**config.mk**
```make
export PLATFORM = sky130hd
export DESIGN_NAME = ddr_app_initiator_flat
export DESIGN_NICKNAME = d
export VERILOG_FILES = /design/src/rtl/ddr_app_initiator_if.sv /design/src/rtl/ddr_app_initiator.sv /design/src/flat_wrapper.sv
export SDC_FILE = /design/constraint.sdc
export NUM_CORES = 1
export LEC_CHECK = 0
export CORE_ASPECT_RATIO = 1.2
export CORE_MARGIN = 2
export CORE_UTILIZATION = 47
export CTS_CLUSTER_DIAMETER = 120
export DETAILED_ROUTE_END_ITERATION = 8
export GPL_ROUTABILITY_DRIVEN = 0
export GPL_TIMING_DRIVEN = 0
export PLACE_DENSITY = 0.81
export SLEW_MARGIN = 10
export SYNTH_ARGS = -nofsm -noshare
export SYNTH_HDL_FRONTEND = slang
export SYNTH_SLANG_ARGS = --single-unit
```
**constraint.sdc**
```tcl
create_clock -name clk -period 2.25 [get_ports clk]
set_clock_uncertainty 0.05 [all_clocks]
set_input_delay 0.45 -clock clk [delete_from_list [all_inputs] [get_ports clk]]
set_output_delay 0.45 -clock clk [all_outputs]
set_load 0.1 [all_outputs]
```
**src/rtl/ddr_app_initiator_if.sv**
```systemverilog
// Handshake bundle between the tile request/response channels, the initiator and
// the DDR controller app_* port. master = initiator view, slave = environment view.
interface ddr_app_initiator_if #(
    parameter int unsigned ADDR_WIDTH = 28,
    parameter int unsigned DATA_WIDTH = 64
) ();
    // Tile request channel
    logic                    req_valid;
    logic                    req_ready;
    logic                    req_write;
    logic [ADDR_WIDTH-1:0]   req_addr;
    logic [DATA_WIDTH-1:0]   req_data;
    logic [DATA_WIDTH/8-1:0] req_wstrb;
    // Tile response channel
    logic                    rsp_valid;
    logic                    rsp_ready;
    logic [DATA_WIDTH-1:0]   rsp_data;
    // Controller command channel
    logic [ADDR_WIDTH-1:0]   app_addr;
    logic [2:0]              app_cmd;
    logic                    app_en;
    logic                    app_rdy;
    // Controller write-data channel
    logic [DATA_WIDTH-1:0]   app_wdf_data;
    logic [DATA_WIDTH/8-1:0] app_wdf_mask;
    logic                    app_wdf_wren;
    logic                    app_wdf_end;
    logic                    app_wdf_rdy;
    // Controller read return
    logic [DATA_WIDTH-1:0]   app_rd_data;
    logic                    app_rd_data_valid;
    logic                    app_rd_data_end;

    modport master (
        input  req_valid, req_write, req_addr, req_data, req_wstrb, rsp_ready,
        input  app_rdy, app_wdf_rdy, app_rd_data, app_rd_data_valid, app_rd_data_end,
        output req_ready, rsp_valid, rsp_data,
        output app_addr, app_cmd, app_en, app_wdf_data, app_wdf_mask, app_wdf_wren, app_wdf_end
    );

    modport slave (
        output req_valid, req_write, req_addr, req_data, req_wstrb, rsp_ready,
        output app_rdy, app_wdf_rdy, app_rd_data, app_rd_data_valid, app_rd_data_end,
        input  req_ready, rsp_valid, rsp_data,
        input  app_addr, app_cmd, app_en, app_wdf_data, app_wdf_mask, app_wdf_wren, app_wdf_end
    );
endinterface

```
**src/rtl/ddr_app_initiator.sv**
```systemverilog
// DDR controller app-interface initiator: one tile request at a time is turned into
// command / write-data handshakes; reads are credit limited and returned in order
// through a response FIFO. Optional feature macro DDR_APP_INITIATOR_STATS_EN adds
// saturating read/write command counters.
module ddr_app_initiator #(
    parameter int unsigned ADDR_WIDTH      = 28,
    parameter int unsigned DATA_WIDTH      = 64,
    parameter int unsigned MAX_OUTSTANDING = 4
) (
    input  logic                 clk,
    input  logic                 rstn,
    input  logic                 init_calib_complete,
    ddr_app_initiator_if.master  bus,
    output logic                 busy,
    output logic                 err_unexp_rd
`ifdef DDR_APP_INITIATOR_STATS_EN
    ,
    output logic [31:0]          stat_rd_cnt,
    output logic [31:0]          stat_wr_cnt
`endif
);

    localparam int unsigned MaskW = DATA_WIDTH / 8;
    localparam int unsigned PtrW  = (MAX_OUTSTANDING > 1) ? $clog2(MAX_OUTSTANDING) : 1;
    localparam int unsigned CntW  = PtrW + 1;

    typedef enum logic [1:0] {StIdle, StRd, StWr} state_e;

    state_e              state_q;
    logic                app_en_q;
    logic                app_wdf_wren_q;
    logic [2:0]          app_cmd_q;
    logic [ADDR_WIDTH-1:0] app_addr_q;
    logic [DATA_WIDTH-1:0] wdf_data_q;
    logic [MaskW-1:0]    wdf_mask_q;

    logic [CntW-1:0]     credits_q;
    logic [CntW-1:0]     pending_q;
    logic [CntW-1:0]     fifo_cnt_q;
    logic [PtrW-1:0]     wr_ptr_q;
    logic [PtrW-1:0]     rd_ptr_q;
    logic [DATA_WIDTH-1:0] fifo_mem_q [MAX_OUTSTANDING];
    logic                err_q;

    logic req_ready;
    logic req_fire;
    logic cmd_fire;
    logic wdf_fire;
    logic rd_cmd_fire;
    logic rsp_valid;
    logic rsp_fire;
    logic rd_expected;
    logic rd_push;
    logic rd_unexp;
    logic unused_rd_end;

    // Handshake decode; req_ready is gated by rstn so every output is low during reset.
    always_comb begin
        req_ready   = rstn & (state_q == StIdle) & init_calib_complete &
                      (credits_q < CntW'(MAX_OUTSTANDING));
        req_fire    = bus.req_valid & req_ready;
        cmd_fire    = app_en_q & bus.app_rdy;
        wdf_fire    = app_wdf_wren_q & bus.app_wdf_rdy;
        rd_cmd_fire = cmd_fire & (state_q == StRd);
        rsp_valid   = (fifo_cnt_q != '0);
        rsp_fire    = rsp_valid & bus.rsp_ready;
        rd_expected = (pending_q != '0) | rd_cmd_fire;
        rd_push     = bus.app_rd_data_valid & rd_expected;
        rd_unexp    = bus.app_rd_data_valid & ~rd_expected;
    end

    assign unused_rd_end    = bus.app_rd_data_end;

    assign bus.req_ready    = req_ready;
    assign bus.rsp_valid    = rsp_valid;
    assign bus.rsp_data     = fifo_mem_q[rd_ptr_q];
    assign bus.app_addr     = app_addr_q;
    assign bus.app_cmd      = app_cmd_q;
    assign bus.app_en       = app_en_q;
    assign bus.app_wdf_data = wdf_data_q;
    assign bus.app_wdf_mask = wdf_mask_q;
    assign bus.app_wdf_wren = app_wdf_wren_q;
    assign bus.app_wdf_end  = app_wdf_wren_q;
    assign busy             = (state_q != StIdle) | (pending_q != '0);
    assign err_unexp_rd     = err_q;

    // Request FSM with registered app command / write-data outputs.
    always_ff @(posedge clk or negedge rstn) begin
        if (!rstn) begin
            state_q        <= StIdle;
            app_en_q       <= 1'b0;
            app_wdf_wren_q <= 1'b0;
            app_cmd_q      <= 3'b000;
            app_addr_q     <= '0;
            wdf_data_q     <= '0;
            wdf_mask_q     <= '0;
        end else begin
            unique case (state_q)
                StIdle: begin
                    if (req_fire) begin
                        app_addr_q <= bus.req_addr;
                        wdf_data_q <= bus.req_data;
                        wdf_mask_q <= ~bus.req_wstrb;
                        app_en_q   <= 1'b1;
                        if (bus.req_write) begin
                            app_cmd_q      <= 3'b000;
                            app_wdf_wren_q <= 1'b1;
                            state_q        <= StWr;
                        end else begin
                            app_cmd_q <= 3'b001;
                            state_q   <= StRd;
                        end
                    end
                end
                StRd: begin
                    if (cmd_fire) begin
                        app_en_q <= 1'b0;
                        state_q  <= StIdle;
                    end
                end
                StWr: begin
                    // Command and data channels complete independently, in either order.
                    if (cmd_fire) app_en_q <= 1'b0;
                    if (wdf_fire) app_wdf_wren_q <= 1'b0;
                    if ((cmd_fire | ~app_en_q) & (wdf_fire | ~app_wdf_wren_q)) begin
                        state_q <= StIdle;
                    end
                end
                default: state_q <= StIdle;
            endcase
        end
    end

    // Read credits (issued, not yet consumed) and reads awaiting controller data.
    always_ff @(posedge clk or negedge rstn) begin
        if (!rstn) begin
            credits_q <= '0;
            pending_q <= '0;
        end else begin
            if (rd_cmd_fire && !rsp_fire) begin
                credits_q <= credits_q + CntW'(1);
            end else if (!rd_cmd_fire && rsp_fire) begin
                credits_q <= credits_q - CntW'(1);
            end
            if (rd_cmd_fire && !rd_push) begin
                pending_q <= pending_q + CntW'(1);
            end else if (!rd_cmd_fire && rd_push) begin
                pending_q <= pending_q - CntW'(1);
            end
        end
    end

    // Response FIFO; credits guarantee it never overflows.
    always_ff @(posedge clk or negedge rstn) begin
        if (!rstn) begin
            wr_ptr_q   <= '0;
            rd_ptr_q   <= '0;
            fifo_cnt_q <= '0;
            for (int i = 0; i < int'(MAX_OUTSTANDING); i++) begin
                fifo_mem_q[i] <= '0;
            end
        end else begin
            if (rd_push) begin
                fifo_mem_q[wr_ptr_q] <= bus.app_rd_data;
                wr_ptr_q             <= wr_ptr_q + PtrW'(1);
            end
            if (rsp_fire) begin
                rd_ptr_q <= rd_ptr_q + PtrW'(1);
            end
            if (rd_push && !rsp_fire) begin
                fifo_cnt_q <= fifo_cnt_q + CntW'(1);
            end else if (!rd_push && rsp_fire) begin
                fifo_cnt_q <= fifo_cnt_q - CntW'(1);
            end
        end
    end

    // Sticky flag for read data arriving with nothing outstanding.
    always_ff @(posedge clk or negedge rstn) begin
        if (!rstn) begin
            err_q <= 1'b0;
        end else if (rd_unexp) begin
            err_q <= 1'b1;
        end
    end

`ifdef DDR_APP_INITIATOR_STATS_EN
    logic        wr_cmd_fire;
    logic [31:0] stat_rd_q;
    logic [31:0] stat_wr_q;

    assign wr_cmd_fire = cmd_fire & (state_q == StWr);
    assign stat_rd_cnt = stat_rd_q;
    assign stat_wr_cnt = stat_wr_q;

    // Saturating command counters.
    always_ff @(posedge clk or negedge rstn) begin
        if (!rstn) begin
            stat_rd_q <= '0;
            stat_wr_q <= '0;
        end else begin
            if (rd_cmd_fire && (stat_rd_q != 32'hFFFF_FFFF)) stat_rd_q <= stat_rd_q + 32'd1;
            if (wr_cmd_fire && (stat_wr_q != 32'hFFFF_FFFF)) stat_wr_q <= stat_wr_q + 32'd1;
        end
    end
`endif

endmodule
```
**src/flat_wrapper.sv**
```systemverilog
// flat-port wrapper written by rule: the top's interface ports become plain ports
module ddr_app_initiator_flat 
#(
    parameter int unsigned ADDR_WIDTH      = 28,
    parameter int unsigned DATA_WIDTH      = 64,
    parameter int unsigned MAX_OUTSTANDING = 4
)
  (clk, rstn, init_calib_complete, busy, err_unexp_rd, bus_req_valid, bus_req_write, bus_req_addr, bus_req_data, bus_req_wstrb, bus_rsp_ready, bus_app_rdy, bus_app_wdf_rdy, bus_app_rd_data, bus_app_rd_data_valid, bus_app_rd_data_end, bus_req_ready, bus_rsp_valid, bus_rsp_data, bus_app_addr, bus_app_cmd, bus_app_en, bus_app_wdf_data, bus_app_wdf_mask, bus_app_wdf_wren, bus_app_wdf_end);
  ddr_app_initiator_if #(.ADDR_WIDTH(ADDR_WIDTH), .DATA_WIDTH(DATA_WIDTH)) bus_i ();
  input  logic clk;
  input  logic rstn;
  input  logic init_calib_complete;
  output logic busy;
  output logic err_unexp_rd;
  input wire logic [$bits(bus_i.req_valid)-1:0] bus_req_valid;
  input wire logic [$bits(bus_i.req_write)-1:0] bus_req_write;
  input wire logic [$bits(bus_i.req_addr)-1:0] bus_req_addr;
  input wire logic [$bits(bus_i.req_data)-1:0] bus_req_data;
  input wire logic [$bits(bus_i.req_wstrb)-1:0] bus_req_wstrb;
  input wire logic [$bits(bus_i.rsp_ready)-1:0] bus_rsp_ready;
  input wire logic [$bits(bus_i.app_rdy)-1:0] bus_app_rdy;
  input wire logic [$bits(bus_i.app_wdf_rdy)-1:0] bus_app_wdf_rdy;
  input wire logic [$bits(bus_i.app_rd_data)-1:0] bus_app_rd_data;
  input wire logic [$bits(bus_i.app_rd_data_valid)-1:0] bus_app_rd_data_valid;
  input wire logic [$bits(bus_i.app_rd_data_end)-1:0] bus_app_rd_data_end;
  output wire logic [$bits(bus_i.req_ready)-1:0] bus_req_ready;
  output wire logic [$bits(bus_i.rsp_valid)-1:0] bus_rsp_valid;
  output wire logic [$bits(bus_i.rsp_data)-1:0] bus_rsp_data;
  output wire logic [$bits(bus_i.app_addr)-1:0] bus_app_addr;
  output wire logic [$bits(bus_i.app_cmd)-1:0] bus_app_cmd;
  output wire logic [$bits(bus_i.app_en)-1:0] bus_app_en;
  output wire logic [$bits(bus_i.app_wdf_data)-1:0] bus_app_wdf_data;
  output wire logic [$bits(bus_i.app_wdf_mask)-1:0] bus_app_wdf_mask;
  output wire logic [$bits(bus_i.app_wdf_wren)-1:0] bus_app_wdf_wren;
  output wire logic [$bits(bus_i.app_wdf_end)-1:0] bus_app_wdf_end;
  assign bus_i.req_valid = bus_req_valid;
  assign bus_i.req_write = bus_req_write;
  assign bus_i.req_addr = bus_req_addr;
  assign bus_i.req_data = bus_req_data;
  assign bus_i.req_wstrb = bus_req_wstrb;
  assign bus_i.rsp_ready = bus_rsp_ready;
  assign bus_i.app_rdy = bus_app_rdy;
  assign bus_i.app_wdf_rdy = bus_app_wdf_rdy;
  assign bus_i.app_rd_data = bus_app_rd_data;
  assign bus_i.app_rd_data_valid = bus_app_rd_data_valid;
  assign bus_i.app_rd_data_end = bus_app_rd_data_end;
  assign bus_req_ready = bus_i.req_ready;
  assign bus_rsp_valid = bus_i.rsp_valid;
  assign bus_rsp_data = bus_i.rsp_data;
  assign bus_app_addr = bus_i.app_addr;
  assign bus_app_cmd = bus_i.app_cmd;
  assign bus_app_en = bus_i.app_en;
  assign bus_app_wdf_data = bus_i.app_wdf_data;
  assign bus_app_wdf_mask = bus_i.app_wdf_mask;
  assign bus_app_wdf_wren = bus_i.app_wdf_wren;
  assign bus_app_wdf_end = bus_i.app_wdf_end;
  ddr_app_initiator #(.ADDR_WIDTH(ADDR_WIDTH), .DATA_WIDTH(DATA_WIDTH), .MAX_OUTSTANDING(MAX_OUTSTANDING)) u_core (.clk(clk), .rstn(rstn), .init_calib_complete(init_calib_complete), .bus(bus_i), .busy(busy), .err_unexp_rd(err_unexp_rd));
endmodule
```
==> metrics.md <==
| Metric | Value |
|---|---|
| Failing checks | hold timing, setup timing |
| CP max-delay cell | mux4_2 |
| Rows | 76 |
| I/O Buffers | between 300 and 400 |
| Delay of the slowest critical-path stage | between 0.5 and 0.6 ns |
| Post-synth EDFFs | 0 |
| DRT iter0 DRCs | ~400 |
| Non-filler cells, final | just over 2k |
| Core area | 35,800 sq um |
| Syn Area/Cell | 15.1 sq um |
| Largest family of logic cells by synthesized area | multiplexers |
| Stages on worst setup path | 4 |
| CTS tree | built |
| Clk slew on worst S/H paths | ~0.060 ns |
| First-pass GRT wire length | 69.4 mm |
| Reg-to-reg startpoint | u_core.state_q[0] |
| RR Endpoint | u_core.pending_q[2] |
| Achievable Freq | 391 MHz |
| Post-synthesis simple-gate area fraction | 7.06% |
| Grt ovf | 0 |
| Slew HR | 35.6% |
| YS warnings | 0 |
| Initial antenna violation count | 6 |
| Post-synth top flop | dfrtp_1 |
| CTS max path bufs | 3 |
| Tightest Pin Transition | just under 1 ns |
| Critical path data required time | about 1.8 ns |
| Placed Area | between 20,000 and 25,000 sq um |
| Dpl hpwl | approximately 30 mm |
| CTS Sinks | ~380 |
| RSZ-0062 raised after global routing | true |
| Fin nets | 1,736 |
| Routed vias/inst | ~5.2 |
| Post-Synth XOR/XNOR Area | less than 1% |
| Die Wd | 178 um |
| Clk root buf | clkbuf_16 |
| Sequential share of the synthesized area | a little over half |
| Final period util | 114% |
| Post-route cell area | roughly 23,000 sq um |
| Area growth from synthesis to layout | 36.7% |
| CP Capture Type | output pin |
| Vias in the first global route | between 10k and 15k |
| Full die area | roughly 38,000 sq um |
| Area contributors post-synth | dfrtp_1, mux2_4, mux4_2 |
| Startpoint Class | flop |
| Kind of critical path | reg -> out |
| Crit Path Max Fanout | 10 |
| Fillers | about 2.5k |
| Initial Util | between 40% and 50% |
| HP Class | in -> async |
| Setup TNS | -15.30 ns |
| Largest net degree at the start of global routing | 118 |
| Crit path buf inv count | 3 |
| Routed WL | 45.1 mm |
| Synth Instances | approximately 1.1k |
| Residual DRC count | 0 |
| Most frequent cell after synthesis | dfrtp_1 |
| Share of layout cells above drive strength 1 | 41.2% |
| Worst Reg-to-Reg Cells | 11 |
| I/O pin cnt | roughly 350 |
| Critical path's most frequent cell | buf_12 |
| Cell accounting for the most synthesized area | dfrtp_1 |
| Dpl ws | -1.46 ns |
| GRT Overall Usage | 24.0% |
| Vias | between 10k and 15k |
| Hold Fails Final Rpt | 16 |
| Final Critical Period | 2.56 ns |
| Mapped cell area | ~17,000 sq um |
| Adder-Cell Fraction of Synth Area | between 1 and 1.5% |
| Avg WL per Cell | roughly 22 um |
| Post-synthesis compound-gate area fraction | less than 1% |
| ANT nets after route | 0 |
| Number of CTS-inserted buffers | 42 |
| Post-synthesis mux area share | a little under a third |
| Slew Limit Fails | 0 |
| Distinct cells, synth | 38 |
| Post-synthesis register bit count | roughly 380 |
| Post-Place Cells | 1,948 |
| Ys async rst share | between 90% and 100% |
| First drt pass iteration count | 4 |
| Final worst slack | -0.307 ns |
| Die outline height | around 210 um |
| R2R Setup Slk | between 0.1 and 0.15 ns |
| H-tree levels | 2 |
| CP Cell Sequence | buf_12 > buf_12 > mux4_2 > buf_6 |
| WHS | -0.0115 ns |
| Maxcap violations | 0 |
| Clock Latency Late Sink | 0.53 ns |
| Yosys top cell area share | 55.0% |
| Run status | finished, violations left |
| CP top delay family | multiplexers |
| CP Data Arrival Time | a little over 2 ns |
| Endpoints failing setup | 64 |
| Post-synth top cells | dfrtp_1, nand2_1, mux2_4 |
flip-flops by register name (all words and copies together) (netlist names), 2 cells and up:
register                 cells
u_core.pending_q             3
u_core.credits_q             3
u_core.fifo_mem_q          256
u_core.state_q               2
u_core.fifo_cnt_q            3
u_core.bus.app_addr         28
u_core.rd_ptr_q              2
u_core.wr_ptr_q              2
u_core.bus.app_wdf_data     64
u_core.bus.app_wdf_mask      8
per-stage QoR:
step                      hold WS, ns  util (%)
after global routing          0.00466      65.1
after CTS                       0.367      65.0
final                         -0.0115      65.1
after global placement          0.408      58.9
after detailed placement        0.405      59.2
after floorplan                 0.104         -
layer usage:
metal | global-route usage, % | share of wire, %
met4 | 8.34 | 2.9
met2 | 41.8 | 51
met3 | 6.71 | 7.7
met5 | 0 | 0.024
met1 | 28.4 | 38
worst reg2reg max path: cells and delay by family, from the launching register on:
family,cells,cell delay [ns]
adder cells (fa/ha/maj),3,0.72
AND/OR/NAND/NOR,4,0.39
buffers and inverters,2,0.21
flip-flops,1,0.39
XOR/XNOR,2,0.31
cell families after synthesis:
| kind of cell | Yosys count |
|---|---|
| mux | 323 |
| flops | 375 |
| fa+ha+maj | 13 |
| compound gates | 22 |
| simple gates | 306 |
| xor+xnor | 12 |
| buf+inv | 80 |
| other cells | 1 |
timing repair:
item | 4_1_cts | 5_1_grt
setup endpoints to repair | 278 | 201
endpoints found under the hold margin | 96 | 0
pin swaps | 2 | 7
gates cloned | 2 | 2
gates resized for setup | 794 | 68
hold buffers | 8 | 0
setup buffers | 5 | 10
final cells by class:
cell class / instances / area, sq um / share of cell area, %
flip-flops and latches: 375 / 9390 / 40.2
plain buffers: 67 / 896 / 3.84
clock buffers: 59 / 1260 / 5.38
inverters: 12 / 50.0 / 0.215
repair buffers: 373 / 3920 / 16.8
clock inverters: 17 / 230 / 0.987
diodes: 6 / 15.0 / 0.0644
multi-input cells: 678 / 6990 / 30.0
well taps: 468 / 586 / 2.51
worst max path at each step:
| stage | startpoint | endpoint | slack (ns) |
|---|---|---|---|
| after global routing | u_core.rd_ptr_q[0] | bus_rsp_data[3] | -0.36 |
| after CTS | u_core.rd_ptr_q[0] | bus_rsp_data[3] | -0.35 |
| after global placement | rstn | u_core.bus.app_en | -17.84 |
| final | u_core.rd_ptr_q[0] | bus_rsp_data[43] | -0.31 |
| after detailed placement | rstn | bus_req_ready | -1.46 |
| after floorplan | u_core.fifo_cnt_q[1] | u_core.fifo_cnt_q[2] | 0.005 |
cell usage in the layout (no fill, tap or decap), drive strengths merged, types with 6 or more instances in the layout:
cell type,count
xor2,6
mux4,64
clkinv,8
diode,6
o21ai,10
clkdlybuf4s50,171
xnor2,6
clkbuf,120
ha,10
inv,14
dfrtp,375
mux2,259
clkdlybuf4s15,69
nand2,292
buf,134
Power is not shown: default switching activity piles up to over one toggle a cycle in this logic, so the estimate is an artifact.
